## config.mk

```make
export PLATFORM = sky130hd
export DESIGN_NAME = regfile
export DESIGN_NICKNAME = d
export VERILOG_FILES = /design/src/rtl/regfile_pkg.sv /design/src/rtl/regfile_operand_lookup.sv /design/src/rtl/regfile.sv
export SDC_FILE = /design/constraint.sdc
export NUM_CORES = 2
export LEC_CHECK = 0
export ABC_AREA = 0
export CORE_ASPECT_RATIO = 1.1
export CORE_UTILIZATION = 57
export CTS_BUF_LIST = sky130_fd_sc_hd__clkbuf_4 sky130_fd_sc_hd__clkbuf_8 sky130_fd_sc_hd__clkbuf_16
export DETAILED_ROUTE_END_ITERATION = 8
export GPL_TIMING_DRIVEN = 0
export PLACE_DENSITY = 0.71
export SKIP_LAST_GASP = 1
export SYNTH_ARGS = -nofsm -noshare
export SYNTH_HDL_FRONTEND = slang
export SYNTH_SLANG_ARGS = --single-unit
```

## constraint.sdc

```tcl
create_clock -name clk_in -period 5.2 [get_ports clk_in]
set_clock_uncertainty 0.1 [all_clocks]
set_input_delay 0.78 -clock clk_in [delete_from_list [all_inputs] [get_ports clk_in]]
set_output_delay 0.78 -clock clk_in [all_outputs]
set_load 0.01 [all_outputs]
```

## src/rtl/regfile_pkg.sv

```systemverilog
// Shared core defines for the register file: ROB tag geometry and RV32 register constants.
// Other blocks of the core import this package so they agree on tag width.
package regfile_pkg;

    localparam int RF_ROB_WIDTH = 4;
    localparam int RF_ROB_SIZE  = 1 << RF_ROB_WIDTH;
    localparam int RF_REG_NUM   = 32;
    localparam int REG_ID_W     = 5;
    localparam int XLEN         = 32;

endpackage

```

## src/rtl/regfile_operand_lookup.sv

```systemverilog
// Operand priority mux for one source register.
// Priority: x0, then the commit bypass, then the ROB search result, then a pending dependency, then the committed value.
module reg_operand_lookup
    import regfile_pkg::*;
#(
    parameter int ROB_WIDTH = RF_ROB_WIDTH
) (
    input  logic [REG_ID_W-1:0]  rs,
    input  logic                 reg_busy,
    input  logic [ROB_WIDTH-1:0] reg_tag,
    input  logic [XLEN-1:0]      reg_val,
    input  logic                 commit_ready,
    input  logic [ROB_WIDTH-1:0] commit_rob_id,
    input  logic [XLEN-1:0]      commit_val,
    input  logic                 search_ready,
    input  logic [XLEN-1:0]      search_val,
    output logic [XLEN-1:0]      op_val,
    output logic                 op_has_dep,
    output logic [ROB_WIDTH-1:0] op_dep
);

    always_comb begin
        // NOTE: every output gets a default before the if-chain so no path leaves one unassigned (no latch).
        op_val     = '0;
        op_has_dep = 1'b0;
        op_dep     = '0;
        if (rs != '0) begin
            if (reg_busy && commit_ready && (commit_rob_id == reg_tag)) begin
                op_val = commit_val;
            end else if (reg_busy && search_ready) begin
                op_val = search_val;
            end else if (reg_busy) begin
                op_has_dep = 1'b1;
                op_dep     = reg_tag;
            end else begin
                op_val = reg_val;
            end
        end
    end

endmodule

```

## src/rtl/regfile.sv

```systemverilog
// Architectural register file with per-register rename state (busy bit + newest producer ROB tag).
// Answers two operand lookups per cycle, bypassing the commit port and the ROB search ports.
module regfile
    import regfile_pkg::*;
#(
    parameter int ROB_WIDTH = RF_ROB_WIDTH,
    parameter int REG_NUM   = RF_REG_NUM
) (
    input  logic                 clk_in,
    input  logic                 rst_in,
    input  logic                 rdy_in,
    input  logic                 clear,

    input  logic                 dec_ready,
    input  logic [4:0]           dec_rs1,
    input  logic [4:0]           dec_rs2,
    input  logic [4:0]           dec_rd,
    input  logic [ROB_WIDTH-1:0] dec_rob_id,

    output logic [31:0]          src1_val,
    output logic [31:0]          src2_val,
    output logic                 src1_has_dep,
    output logic                 src2_has_dep,
    output logic [ROB_WIDTH-1:0] src1_dep,
    output logic [ROB_WIDTH-1:0] src2_dep,

    output logic [ROB_WIDTH-1:0] search_rob_id_1,
    output logic [ROB_WIDTH-1:0] search_rob_id_2,
    input  logic                 search_ready_1,
    input  logic                 search_ready_2,
    input  logic [31:0]          search_val_1,
    input  logic [31:0]          search_val_2,

    input  logic                 commit_ready,
    input  logic [ROB_WIDTH-1:0] commit_rob_id,
    input  logic [4:0]           commit_reg_id,
    input  logic [31:0]          commit_val
);

    logic [XLEN-1:0]      reg_val  [REG_NUM];
    logic [ROB_WIDTH-1:0] reg_tag  [REG_NUM];
    logic [REG_NUM-1:0]   reg_busy;

    logic commit_we;
    logic issue_we;

    assign commit_we = commit_ready && (commit_reg_id != '0);
    assign issue_we  = dec_ready && (dec_rd != '0) && !clear;

    always_ff @(posedge clk_in or negedge rst_in) begin
        // NOTE: the storage array is reset in full because a mid-run reset must leave every register at zero.
        if (!rst_in) begin
            for (int i = 0; i < REG_NUM; i++) begin
                reg_val[i] <= '0;
                reg_tag[i] <= '0;
            end
            reg_busy <= '0;
        end else if (rdy_in) begin
            // NOTE: non-blocking assignments here, so the later issue/flush writes to busy win over the commit clear.
            if (commit_we) begin
                reg_val[commit_reg_id] <= commit_val;
                if (reg_busy[commit_reg_id] && (reg_tag[commit_reg_id] == commit_rob_id)) begin
                    reg_busy[commit_reg_id] <= 1'b0;
                end
            end
            if (clear) begin
                reg_busy <= '0;
            end else if (issue_we) begin
                reg_busy[dec_rd] <= 1'b1;
                reg_tag[dec_rd]  <= dec_rob_id;
            end
        end
    end

    // Lookups see pre-edge state, so an instruction reading its own rd gets the previous producer.
    assign search_rob_id_1 = reg_tag[dec_rs1];
    assign search_rob_id_2 = reg_tag[dec_rs2];

    reg_operand_lookup #(.ROB_WIDTH(ROB_WIDTH)) u_lookup_1 (
        .rs            (dec_rs1),
        .reg_busy      (reg_busy[dec_rs1]),
        .reg_tag       (reg_tag[dec_rs1]),
        .reg_val       (reg_val[dec_rs1]),
        .commit_ready  (commit_ready),
        .commit_rob_id (commit_rob_id),
        .commit_val    (commit_val),
        .search_ready  (search_ready_1),
        .search_val    (search_val_1),
        .op_val        (src1_val),
        .op_has_dep    (src1_has_dep),
        .op_dep        (src1_dep)
    );

    reg_operand_lookup #(.ROB_WIDTH(ROB_WIDTH)) u_lookup_2 (
        .rs            (dec_rs2),
        .reg_busy      (reg_busy[dec_rs2]),
        .reg_tag       (reg_tag[dec_rs2]),
        .reg_val       (reg_val[dec_rs2]),
        .commit_ready  (commit_ready),
        .commit_rob_id (commit_rob_id),
        .commit_val    (commit_val),
        .search_ready  (search_ready_2),
        .search_val    (search_val_2),
        .op_val        (src2_val),
        .op_has_dep    (src2_has_dep),
        .op_dep        (src2_dep)
    );

endmodule

```

### Word-level counts from Yosys, hierarchy flattened

Index checks and enable logic that the tools add are counted.

* multiplexer cells: 60
* bitwise logic cells: 8
* reduce and logical (&&, ||, !) cells: 21
* $lt $le $gt $ge: 12
* equality and inequality tests: 3

Operators by type and width (count)
* $bwmux W1024: 1
* $mux W32: 18
* $bmux W32 S5: 2
* $demux W32 S5: 1
* $bwmux W128: 1
* $bmux W4 S5: 3
* $mux W4: 15
* $and A32 B32 Y32: 1
* $not A32 Y32: 1
* $or A32 B32 Y32: 1
* $ge A6 B6 Y1 const B: 4
* $lt A5 B6 Y1 const B: 4
* $not A5 Y6: 4
* $demux W4 S5: 1
* $reduce_bool A5 Y1: 4
* $bmux W1 S5: 3
* $logic_and A1 B1 Y1: 14
* $mux W1: 13
* $eq A4 B4 Y1: 3
* $lt A6 B1 Y1 const B: 2
* $demux W1 S5: 2
* $ge A5 B1 Y1 const B: 2
* $reduce_and A3 Y1: 1
* $reduce_and A2 Y1: 1
* other kinds (2): 2

* register bits after elaboration: 1184
* bits of input ports: 132

### Longest topological paths before layout

* word-level depth: 12
* depth in mapped cells: 16
* depth with buffers taken out: 8

### Modules after synthesis

From an unflattened synthesis, not the netlist that was laid out.

* cells, all modules: 4219
* area, all modules: 66135.9 um2

By module, submodules not included
* regfile: cells each 3875, instances 1, sequential area each 29628.4 um2, area an instance 63883.8 um2
* reg_operand_lookup: cells each 172, instances 2, sequential area each 0.0 um2, area an instance 1126.1 um2

### Least setup slack after synthesis

No wires, ideal clock.

* path type: input -> output
* start point: input dec_rs1[1]
* end point: output src1_val[10]
* stages: 12
* data arrival time: 3757 ps
* setup slack: 563 ps
* buffers on the path: 5
* cells stage by stage: clkbuf_1 -> buf_2 -> clkbuf_1 -> mux4_2 -> a22oi_1 -> nand4_1 -> xor2_1 -> a2111oi_0 -> nand3_1 -> clkbuf_1 -> clkbuf_1 -> a211oi_1

* longest elaborated chain between the ends: 8
* elaborated cells on any way between the ends: 18
* those cells by class: eq/ne (1); mux (12); bitwise (1); reduce/logical (4)

RTL lines
* start: declaration: RTL line regfile.sv:15 `input logic [4:0] dec_rs1,`
* $not A5 Y6
* $bmux W4 S5
* $mux W4 (2 in series)
* named net search_rob_id_1[2]: RTL line regfile.sv:27 `output logic [ROB_WIDTH-1:0] search_rob_id_1,`
* $eq A4 B4 Y1: RTL line regfile_operand_lookup.sv:28 `if (reg_busy && commit_ready && (commit_rob_id == reg_tag)) begin`
* $logic_and A1 B1 Y1: RTL line regfile_operand_lookup.sv:28
* $mux W32: RTL line regfile_operand_lookup.sv:28
* $mux W32: RTL line regfile_operand_lookup.sv:27 `if (rs != '0) begin`
* end: declaration: RTL line regfile.sv:20 `output logic [31:0] src1_val,`

The timed path passes the listed nets, and every way through them passes these cells. The select of a mux whose other input is x is not followed.

### Final worst setup path

* start point: input dec_rs2[2]
* end point: output src2_val[0]

* longest elaborated chain between the ends: 8
* elaborated cells on any way between the ends: 18
* those cells by class: eq/ne (1); mux (12); bitwise (1); reduce/logical (4)

RTL lines
* start: declaration: RTL line regfile.sv:16 `input logic [4:0] dec_rs2,`
* $not A5 Y6 (not written as such): RTL line regfile.sv:97, regfile.sv:98
* $bmux W4 S5 / $bmux W32 S5 (equally long branches): RTL line regfile.sv:97, regfile.sv:98
* $mux W4 (not written as such) / $mux W32 (equally long branches) (2 in series): RTL line regfile.sv:97, regfile.sv:98
* $eq A4 B4 Y1 / $mux W32 (equally long branches): RTL line regfile_operand_lookup.sv:28, regfile_operand_lookup.sv:32
* $logic_and A1 B1 Y1 / $mux W32 (equally long branches): RTL line regfile_operand_lookup.sv:28, regfile_operand_lookup.sv:30
* $mux W32: RTL line regfile_operand_lookup.sv:28
* $mux W32 *: RTL line regfile_operand_lookup.sv:27
* end: declaration: RTL line regfile.sv:21 `output logic [31:0] src2_val,`

Every way passes the cells marked *; elsewhere a longest branch is shown, timed or not. The select of a mux whose other input is x is not followed.

==> impl_metrics.tcl <==
set metrics [dict create \
    via_count 50100 \
    final_layout_size_suffix_gt1_share_pct 49.8 \
    fp-row-count 130 \
    async_flop_share_pct 100 \
    clockRootBuffer "clkbuf_16" \
    grtUsageTotal_pct 47.0 \
    dp_hpwl_um 192000 \
    clockBufferDepth 3 \
    wirelength_um 274000 \
    finalHoldViolCount 0 \
    synthTopCellsByArea "dfrtp_1, mux4_2, mux2_2, mux2i_1, clkbuf_1" \
    p_per_area_nw_per_um2 348 \
    syn_area_per_cell_sq_um 14.6 \
    vias_per_cell 7.66 \
    yosys.cell_types.count 58 \
    drtAntennaViolNets 0 \
    tightest_slew_ns 1.71 \
    port_buffers 198 \
    grt_start_max_net_pins 177 \
    cts_tree "done" \
    worstPathArrival_ns 4.55 \
    path_class "primary input to output pin" \
    yosys.area.top_type "dfrtp_1" \
    cts_sinks 1184 \
    cts_buffers 133 \
    placed_cell_area_sq_um 70300 \
    yosys_register_bits 1184 \
    layout_setup_ws_ns -0.230 \
    dpl_worst_slack_ns -2.97 \
    clock_latency_ns 0.81 \
    synthesis.area_sq_um 66100 \
    finalSetupViolCount 19 \
    die-area_sq_um 117000 \
    drtPass1Iterations 8 \
    core_area_sq_um 115000 \
    htree_levels 4 \
    antenna_found_initial 18 \
    hold_path.class "register to register" \
    synth_top_area_share_pct 44.8 \
    drc 0 \
    place_congestion 1.04 \
    relSlewSlack_pct -14.0 \
    wl_per_cell_um 42.0 \
    yosysSeqAreaShare_pct 44.8 \
    die_x_um 327 \
    cp-end-kind "output pin" \
    drtIter0Drc 7492 \
    final_area_sq_um 77300 \
    report.final.slew_viol_count 55 \
    dp_cells 6243 \
    violations "max-capacitance violations, max-slew violations, negative setup slack" \
    ir_drop_mv 0.351 \
    grt_pass1_wl_um 378000 \
    synth-main-ff-cell "dfrtp_1" \
    ys_warn_count 0 \
    max_freq_mhz 184 \
    fin_cells 6539 \
    fin_nets 5039 \
    syn2layout_area_growth_pct 16.8 \
    gr-total-overflow 0 \
    num_io_pins 214 \
    start_util_pct 57.7 \
    cp-start-kind "primary input" \
    p_leak_uw 0.0339 \
    crit_path_max_fanout 10 \
    syn_inst 4519 \
    rsz0062_at_grt "yes" \
    cap_violations 6 \
    syn_nets 4651 \
    cp.required_ns 4.32 \
    die_h_um 359 \
    clkTransAtPathRegs_ns 0.06 \
    synth_edf_count 0 \
    tns_ns -1.83 \
    status "finished, violations left" \
    grt_pass1_vias 48900 \
    utilization_pct 67.4 \
    period_share_pct 104 \
    min_period_ns 5.43 \
]
cell usage in the layout (no fill, tap or decap), types with 15 or more instances in the layout:
cell type / synthesis / routed
clkinv_2: 0 / 16
mux4_2: 633 / 633
nor3_1: 32 / 30
clkbuf_16: 0 / 140
buf_12: 0 / 17
clkbuf_4: 0 / 68
clkbuf_8: 0 / 47
buf_6: 5 / 19
clkdlybuf4s50_1: 0 / 127
a21oi_1: 51 / 46
mux2_2: 1183 / 1182
nand2b_1: 41 / 41
mux2i_1: 173 / 171
buf_8: 0 / 21
dfrtp_1: 1184 / 1184
a31oi_1: 32 / 30
diode_2: 0 / 18
clkbuf_1: 364 / 250
buf_1: 76 / 36
buf_16: 0 / 15
dlygate4sd2_1: 0 / 43
a211oi_1: 90 / 63
clkbuf_2: 0 / 52
a211oi_2: 21 / 28
buf_2: 65 / 58
buf_4: 17 / 65
nor2_1: 123 / 122
o221ai_1: 32 / 32
o211ai_1: 43 / 43
o22ai_1: 45 / 45
a211oi_4: 0 / 20
o21ai_0: 31 / 29
nand2_1: 80 / 80
through the flow:
stage               hold WS (ns)  total power (uW)
floorplan                  0.341             14200
global placement           0.353             16200
detailed placement         0.365             16300
CTS                        0.383             26500
global route               0.402             27400
finish                     0.382             26900
path summary, 6_finish.rpt:
kind	start	end	slack [ns]	cells past startpoint
setup reg to reg	reg_tag[33]	reg_busy[8]	1.27	9
hold reg to reg	reg_val[1005]	reg_val[1005]	0.38	1
max in group asynchronous	rst_in	reg_val[813]	2.45	4
min in group asynchronous	rst_in	reg_tag[81]	0.48	2
hold / removal	reg_val[1005]	reg_val[1005]	0.38	1
setup / recovery	dec_rs2[2]	src2_val[0]	-0.23	13
power breakdown:
part	switching, uW	internal, uW
combinational	2670	2750
sequential	889	10300
clock	4100	6110
cell usage after synthesis, types with 41 or more instances:
master and instances:
dfrtp_1 1184, mux2_2 1183, nand2b_1 41, a21oi_1 51, mux4_2 633, o22ai_1 45
nor2_1 123, mux2i_1 173, nand2_1 80, buf_2 65, buf_1 76, clkbuf_1 364
a211oi_1 90, o211ai_1 43
what timing repair did:
item | in CTS | in global routing
hold endpoints to repair | 104 | 0
pin swaps | 27 | 24
hold buffers | 1 | 0
buffers inserted | 25 | 20
resized for setup | 662 | 117
cloned | 1 | 1
setup endpoints to repair | 76 | 73
flip-flops by register name, indices dropped and copies added (netlist names):
| name | count |
|---|---|
| reg_busy | 32 |
| reg_tag | 128 |
| reg_val | 1024 |
worst max-delay path, cell delays in order:
cell,delay (ns)
buf_2,0.24
clkbuf_4,0.32
nor2b_2,0.51
a211oi_1,0.22
a22o_4,0.27
xnor2_1,0.12
or4_4,0.67
or2_1,0.28
buf_6,0.14
buf_12,0.13
buf_16,0.14
a211oi_4,0.48
buf_2,0.24
kinds of logic after synthesis:
kind of cell | synth area share, %
and+or+nand+nor | 2.65
muxes | 44.3
AOI/OAI and AO/OA | 4.70
DFF | 44.8
buffers and inverters | 3.38
xor gates and xnor gates | 0.146
metal layers:
metal | up-vias | wire, um | GRT usage [%]
li1 | 18400 | - | -
met1 | 26100 | 94200 | 58.6
met2 | 4240 | 115000 | 64.7
met3 | 1235 | 42300 | 23.0
met4 | 26 | 22700 | 30.4
met5 | - | 381 | 0.984
final cells by class:
type	instances	area (sq um)
fill	8202	37400
multi-input combinational	2789	35200
sequential	1184	29600
clock buffer	192	4060
buffer	526	3280
timing repair buffer	254	2520
tap	1518	1900
clock inverter	39	583
inverter	19	77.6
antenna	18	45.0
Power figures use the tool's default switching activity.
